==> config.mk <==
export PLATFORM = sky130hd
export DESIGN_NAME = waveform_averager
export DESIGN_NICKNAME = d
export VERILOG_FILES = /design/src/rtl/waveform_averager_pkg.sv /design/src/rtl/avg_acc_ram.sv /design/src/rtl/waveform_averager.sv
export SDC_FILE = /design/constraint.sdc
export NUM_CORES = 2
export LEC_CHECK = 0
export CORE_MARGIN = 2
export CORE_UTILIZATION = 63
export CTS_CLUSTER_DIAMETER = 200
export DETAILED_ROUTE_END_ITERATION = 6
export HOLD_SLACK_MARGIN = 0.08
export PLACE_DENSITY = 0.81
export SYNTH_ARGS = -nofsm -noshare
export SYNTH_HDL_FRONTEND = slang
export SYNTH_SLANG_ARGS = --single-unit
==> constraint.sdc <==
create_clock -name clk -period 14.4 [get_ports clk]
set_input_delay 3.6 -clock clk [delete_from_list [all_inputs] [get_ports clk]]
set_output_delay 3.6 -clock clk [all_outputs]
set_load 0.01 [all_outputs]
==> src/rtl/waveform_averager_pkg.sv <==
// Shared types and helpers for the waveform averager.
//   state_t : controller state encoding
//   clog2   : constant ceil(log2(value)), 0 for value <= 1
package waveform_averager_pkg;

    typedef enum logic [1:0] {
        StIdle,
        StCapture,
        StEventDone,
        StReadout
    } state_t;

    function automatic int unsigned clog2(input int unsigned value);
        int unsigned result;
        result = 0;
        while ((64'd1 << result) < 64'(value)) begin
            result = result + 1;
        end
        return result;
    endfunction

endpackage

==> src/rtl/avg_acc_ram.sv <==
// Accumulator storage: DEPTH x WIDTH, one asynchronous read port and one
// synchronous write port. A read and a write to the same address in one cycle
// returns the old contents, so a read-modify-write completes every cycle.
// Ports:
//   clk     : clock
//   wrEn    : write enable
//   wrAddr  : write address
//   wrData  : write data
//   rdAddr  : read address
//   rdData  : read data (old contents on a same-cycle write)
module avg_acc_ram
    import waveform_averager_pkg::*;
#(
    parameter int unsigned DEPTH = 128,
    parameter int unsigned WIDTH = 14,
    localparam int unsigned ADDR_W = clog2(DEPTH)
) (
    input  logic              clk,
    input  logic              wrEn,
    input  logic [ADDR_W-1:0] wrAddr,
    input  logic [WIDTH-1:0]  wrData,
    input  logic [ADDR_W-1:0] rdAddr,
    output logic [WIDTH-1:0]  rdData
);

    // No reset: the first event of every average overwrites each entry.
    logic [WIDTH-1:0] mem [DEPTH];

    always_ff @(posedge clk) begin
        if (wrEn) begin
            mem[wrAddr] <= wrData;
        end
    end

    assign rdData = mem[rdAddr];

endmodule

==> src/rtl/waveform_averager.sv <==
// Multi-event waveform averager. Each capture_strobe records RECORD_LEN samples
// into an accumulator; after NUM_EVENTS records the sums are streamed out over
// a valid/ready interface.
// Optional feature: define WAVEFORM_AVG_DIVIDE_EN to output sum >> log2(NUM_EVENTS)
// instead of the raw sum.
// Ports:
//   clk            : clock, rising edge
//   rst            : synchronous active-high reset
//   sample_in      : ADC sample, valid every cycle
//   capture_strobe : starts one event record when idle
//   out_ready      : downstream accepts a word
//   out_valid      : out_data valid
//   out_data       : averaged or summed sample
//   out_last       : marks the final word of a readout
//   busy           : controller not idle
//   strobe_dropped : pulse when capture_strobe is ignored
module waveform_averager
    import waveform_averager_pkg::*;
#(
    parameter int unsigned SAMPLE_W   = 8,
    parameter int unsigned RECORD_LEN = 128,
    parameter int unsigned NUM_EVENTS = 64,
    localparam int unsigned ACC_W     = SAMPLE_W + clog2(NUM_EVENTS)
) (
    input  logic                clk,
    input  logic                rst,
    input  logic [SAMPLE_W-1:0] sample_in,
    input  logic                capture_strobe,
    input  logic                out_ready,
    output logic                out_valid,
    output logic [ACC_W-1:0]    out_data,
    output logic                out_last,
    output logic                busy,
    output logic                strobe_dropped
);

    localparam int unsigned EVT_LOG2 = clog2(NUM_EVENTS);
    localparam int unsigned IDX_W    = clog2(RECORD_LEN);
    localparam int unsigned EVT_W    = EVT_LOG2 + 1;  // must hold NUM_EVENTS itself
    localparam logic [IDX_W-1:0] LAST_IDX  = IDX_W'(RECORD_LEN - 1);
    localparam logic [EVT_W-1:0] EVT_FULL  = EVT_W'(NUM_EVENTS);

    state_t             stateQ, stateD;
    logic [IDX_W-1:0]   idxQ, idxD;      // sample index in CAPTURE, word index in READOUT
    logic [EVT_W-1:0]   evtQ, evtD;
    logic [EVT_W-1:0]   evtNext;
    logic               idxLast;
    logic               wrEn;
    logic [ACC_W-1:0]   wrData;
    logic [ACC_W-1:0]   rdData;

    assign idxLast = (idxQ == LAST_IDX);
    assign evtNext = evtQ + EVT_W'(1);

    // State register
    always_ff @(posedge clk) begin
        if (rst) begin
            stateQ <= StIdle;
        end else begin
            stateQ <= stateD;
        end
    end

    // Next-state logic
    always_comb begin
        stateD = stateQ;
        unique case (stateQ)
            StIdle:      if (capture_strobe) stateD = StCapture;
            StCapture:   if (idxLast) stateD = StEventDone;
            StEventDone: stateD = (evtNext == EVT_FULL) ? StReadout : StIdle;
            StReadout:   if (out_ready && idxLast) stateD = StIdle;
            default:     stateD = StIdle;
        endcase
    end

    // Index and event counters
    always_comb begin
        idxD = idxQ;
        evtD = evtQ;
        unique case (stateQ)
            StCapture: idxD = idxLast ? '0 : idxQ + IDX_W'(1);
            StEventDone: evtD = evtNext;
            StReadout: begin
                if (out_ready) begin
                    if (idxLast) begin
                        idxD = '0;
                        evtD = '0;
                    end else begin
                        idxD = idxQ + IDX_W'(1);
                    end
                end
            end
            default: ;
        endcase
    end

    always_ff @(posedge clk) begin
        if (rst) begin
            idxQ <= '0;
            evtQ <= '0;
        end else begin
            idxQ <= idxD;
            evtQ <= evtD;
        end
    end

    // Outputs and accumulator write path
    always_comb begin
        busy           = (stateQ != StIdle);
        out_valid      = (stateQ == StReadout);
        out_last       = out_valid && idxLast;
        strobe_dropped = capture_strobe && busy;
        wrEn           = (stateQ == StCapture);
        // Event 0 overwrites, so stale RAM contents never leak into a sum.
        wrData         = (evtQ == '0) ? ACC_W'(sample_in) : rdData + ACC_W'(sample_in);
`ifdef WAVEFORM_AVG_DIVIDE_EN
        out_data       = rdData >> EVT_LOG2;
`else
        out_data       = rdData;
`endif
    end

    avg_acc_ram #(
        .DEPTH (RECORD_LEN),
        .WIDTH (ACC_W)
    ) uAccRam (
        .clk    (clk),
        .wrEn   (wrEn),
        .wrAddr (idxQ),
        .wrData (wrData),
        .rdAddr (idxQ),
        .rdData (rdData)
    );

endmodule

# Word level (Yosys, flattened, before mapping)
# Memories as Yosys holds them, arrays and structs flattened. A register that Yosys moved wholly into a read port is not among the register bits.
# Index checks and enable logic that the tools add are counted.
[totals] n_memories=1 mem_bits_ro=0 regBits=16 latch_bits=0 input_bits=12 ram_bits=1792
[classes] eq_ne=10 n_addsub=3 mul=0 reduce_logical=11 order_cmp=0 n_mux=16 shift=0 bitwise_logic=0 n_div=0
[memory_table] memory="uAccRam.mem" depth=128 word_bits=14 rd=1 rd_clocked_by_memory_dff=1 wr=1 line_no="avg_acc_ram.sv:27" text="logic [WIDTH-1:0] mem [DEPTH];"
[op_table] operator="2-to-1 mux 7 bit" count=6
[op_table] operator="case mux 7 bit (2 select lines)" count=2
[op_table] operator="adder 14 x 8 -> 14 bit" count=1
[op_table] operator="adder 7 x 1 -> 7 bit (second input constant)" count=2
[op_table] operator="equality test 7 bit (second input constant)" count=2
[op_table] operator="2-to-1 mux 14 bit" count=1
[op_table] operator="2-to-1 mux 2 bit" count=4
[op_table] operator="case mux 2 bit (4 select lines)" count=1
[op_table] operator="logical NOT 7 bit" count=1
[op_table] operator="inequality test 2 bit (second input constant)" count=3
[op_table] operator="AND reduction 3 bit" count=2
[op_table] operator="nonzero test 2 bit" count=3
[op_table] operator="equality test 2 bit (second input constant)" count=2
[op_table] operator="inequality test 2 x 1 -> 1 bit (second input constant)" count=2
[op_table] operator="logical AND 1 bit" count=3
[op_table] operator="equality test 2 x 1 -> 1 bit (second input constant)" count=1
[op_table] operator="logical NOT 2 bit" count=1
[op_table] operator="2-to-1 mux 1 bit" count=2
[op_table] operator="AND reduction 2 bit" count=1

# Depth between registers and ports, before layout
[logic_depth] ltp_word=6 ltp_mapped=21 depth_no_buf=15

# Hierarchy
# From an unflattened synthesis, not the netlist that was laid out.
[unflattened] hier_cells=2912 area_unflattened_um2=70067.2
[modules_own_cells] module="avg_acc_ram" cells_per_inst=2709 seq_area_each_um2=53811.6 instances=1 area_per_inst_um2=68568.3
[modules_own_cells] module="waveform_averager" cells_per_inst=203 seq_area_each_um2=320.3 instances=1 area_per_inst_um2=1498.9

# Least setup slack after synthesis
# No wires, ideal clock.
[synth_path] path_type="in2reg" startpoint="input port sample_in[0]" endpoint="memory uAccRam.mem[0][10], data pin" setup_time_ns=1.153 slack_ns=3.104 t_required_ns=13.247 stages=10 arrival_ns=10.144 path_buffers=0 path_cell_list="ha_1 -> fa_1 -> a21o_1 -> a21oi_1 -> o21bai_1 -> a21oi_1 -> o21bai_1 -> a21o_1 -> and3_1 -> nor3_1"
[synth_via] elab_chain_cells=2
[synth_lines] element="start: declaration" line_no="waveform_averager.sv:27" text="input logic [SAMPLE_W-1:0] sample_in,"
[synth_lines] element="adder 14 x 8 -> 14 bit" line_no="waveform_averager.sv:115" text="wrData = (evtQ == '0) ? ACC_W'(sample_in) : rdData + ACC_W'(sample_in);"
[synth_lines] element="2-to-1 mux 14 bit" line_no="waveform_averager.sv:115"
[synth_lines] element="net uAccRam.wrData[10]" line_no="avg_acc_ram.sv:21" text="input logic [WIDTH-1:0] wrData,"
[synth_lines] element="end: declaration" line_no="avg_acc_ram.sv:27"
# The timed path passes the listed nets, and every way through them passes these cells.

==> results.cfg <==
[clock_network]
cts-root-buf = clkbuf_16
ctsLongestPathBuffers = 3
cts_resized = 0
cts_made_buffers = 171
cts.reportedPaths.clkPinSlew_ns = 0.06
h-tree-depth = 4
clk_latency_ns = 0.80
clkSinkCount = 1815
cts_setup_buffers = 0
cts_tree = yes
hold_buffers = 0

[worst_hold_path]
worstHoldEndpoint = evtQ[4]
hold_class = flip-flop to flip-flop
min_from = evtQ[4]
min_path_cells = 2

[worst_setup_path]
timing.rr.end = uAccRam.mem[85][8]
worstRegToRegCells = 18
cp-start-kind = flip-flop
cp-end-kind = output port
r2r_setup_slack_ns = 5.25
crit_fanout = 47
required_ns = 10.80
crit_arrival_ns = 5.97
crit_type = flip-flop to output port

[yosys]
synthCells = 3068
netlist_area_sq_um = 70500
synth.distinct_cells = 57
synth_area_per_cell_sq_um = 23.0
yosys_warnings = 0
synth_nets = 3093
synth-seq-area-share_pct = 77.0
synth_edf_count = 1792
ys_seq_elements = 1815
synth_flop_cell = edfxtp_1
async_flop_share_pct = 0

[sta]
holdWs_ns = 0.541
hold_viol_final = 0
fmax_mhz = 104
clock_skew_ns = 0.0314
setup_viol = 0
period_minus_slack_ns = 9.57
rsz0062_at_grt = false
max_slew_margin_pct = 5.46
fin_crit_sh_pct = 66.5
finalSetupTns_ns = 0
worst_slew_pin_slew_ns = 1.42
drv_slew = 0

[floorplan]
die_area_sq_um = 115000
std_cell_rows = 122
core-area_sq_um = 111000
chipWidth_um = 338
dieHeight_um = 338
start_util_pct = 63.6
io_pins = 30

[placed_design]
hpwl_um = 94900
portBuffers = 29
routabilityCongestion = 0.912

[drt]
drt_iter0_markers = 5972
totalWireLength_um = 183000
num_vias = 35100
vias_per_cell = 7.30
wl_per_cell_um = 38.1
postRouteAntennaNets = 0
dr.pass1.iters = 6
drc = 0

[finish]
regArea_sq_um = 54300
area_growth_pct = 10.8
fillers = 6046
fin_nets = 3194
multi_input_area_sq_um = 15600
drive_gt1_share_pct = 29.9

[global_routing]
grt_pass1_vias = 35700
grt_use_total_pct = 32.5
gr-total-overflow = 0
antenna_found_initial = 6
grt_max_degree = 150
grt_pass1_wl_um = 261000

[power]
ir_drop_mv = 0.151
p_per_area_nw_per_um2 = 140
leakage_uw = 0.0235

[status]
outcome = completed

[run]
max-cap-violations = 0
==> worst max-delay path, stage by stage, from the launching register on <==
cell	delay, ns
dfxtp_4	0.66
buf_4	0.71
buf_4	0.88
mux4_2	0.62
mux4_2	0.51
mux4_2	0.61
mux2i_2	0.32
inv_1	0.25
clkdlybuf4s50_1	0.55
==> how the worst max path moves through the flow <==
stage,cells past startpoint,to,start,slack (ns)
after floorplan,10,uAccRam.mem[0][10],sample_in[0],3.10
after global placement,8,out_data[9],flip-flop,5.70
after detailed placement,18,uAccRam.mem[86][8],flip-flop,5.54
after CTS,8,out_data[9],flip-flop,4.78
after global routing,8,out_data[9],flip-flop,4.53
final,8,out_data[9],flip-flop,4.83
==> final cells by class <==
class                   count  area share, %
inverters                  15         0.0786
clock inverters           100           1.09
flip-flops and latches   1815           69.6
multi-input cells        1071           20.0
well taps                1488           2.39
repair buffers             95           1.07
diodes                      1        0.00321
clock buffers             215           5.76
==> metrics by stage <==
| stage | power [uW] | std cells | utilization [%] | setup slack [ns] | instance area [sq um] |
|---|---|---|---|---|---|
| final | 10900 | 4800 | 70.4 | 4.83 | 78000 |
| after global routing | 11100 | 4800 | 70.4 | 4.53 | 78000 |
| after CTS | 10900 | 4799 | 70.4 | 4.78 | 78000 |
| after detailed placement | 6620 | 4484 | 65.6 | 5.54 | 72700 |
| after global placement | 6590 | 4484 | 65.6 | 5.70 | 72700 |
| after floorplan | 6430 | 3068 | - | 3.10 | 70500 |
==> Yosys cell counts (all sizes together), types with 4 or more instances <==
master	instances	area share, %
buf	108	0.92
nand3	18	0.13
ha	12	0.21
a221oi	5	0.062
a22o	4	0.050
nand4	10	0.089
xor2	5	0.062
nand2b	12	0.11
nor2b	14	0.12
a22oi	4	0.043
dfxtp	23	0.65
o22ai	11	0.098
o21ai	17	0.12
mux2	14	0.22
o21bai	4	0.043
clkbuf	59	0.32
mux2i	37	0.53
and3	7	0.062
edfxtp	1792	76
a31oi	7	0.062
or3b	10	0.12
a21oi	28	0.20
nor2	168	0.90
mux4	537	17
xnor2	8	0.099
a2111oi	6	0.075
a21o	4	0.043
inv	13	0.069
or3	5	0.044
nand2	65	0.35
o221ai	15	0.19
nor3	15	0.11
==> report_power, final <==
| part | internal [uW] | leakage [uW] | switching (uW) |
|---|---|---|---|
| Combinational | 238 | 0.00441 | 401 |
| Sequential | 5880 | 0.0164 | 10.1 |
| Clock | 2410 | 0.00261 | 1970 |
==> logic make-up after synthesis <==
kind of cell	synth area share, %
buffers and inverters	1.32
AND/OR/NAND/NOR	2.18
AO/OA/AOI/OAI	1.14
flip-flops	77.0
XOR/XNOR	0.162
multiplexers	17.9
adder cells (fa/ha/maj)	0.242
==> state kept, by name (all words and copies together) (netlist names), named ones only <==
signal and count:
stateQ 2, evtQ 7, uAccRam.mem 1792, idxQ 7
==> cell usage in the layout (no fill, tap or decap), types with 18 or more instances in the layout <==
master	count
edfxtp_1	1792
mux4_2	537
clkbuf_16	173
nor2_2	99
nor2_1	66
nand2_1	63
buf_4	62
clkbuf_1	41
clkinv_1	38
mux2i_1	34
clkinv_2	29
clkdlybuf4s50_1	29
a21oi_1	23
dfxtp_1	19
nand3_1	18
==> layer usage <==
layer | track usage, % | wire length, um | vias up
met2 | 51.9 | 90500 | 2970
met5 | 1.13 | 252 | -
met1 | 42.2 | 60600 | 18200
li1 | - | - | 13200
met3 | 8.70 | 21800 | 618
met4 | 15.2 | 9800 | 10
Power figures use the tool's default switching activity.
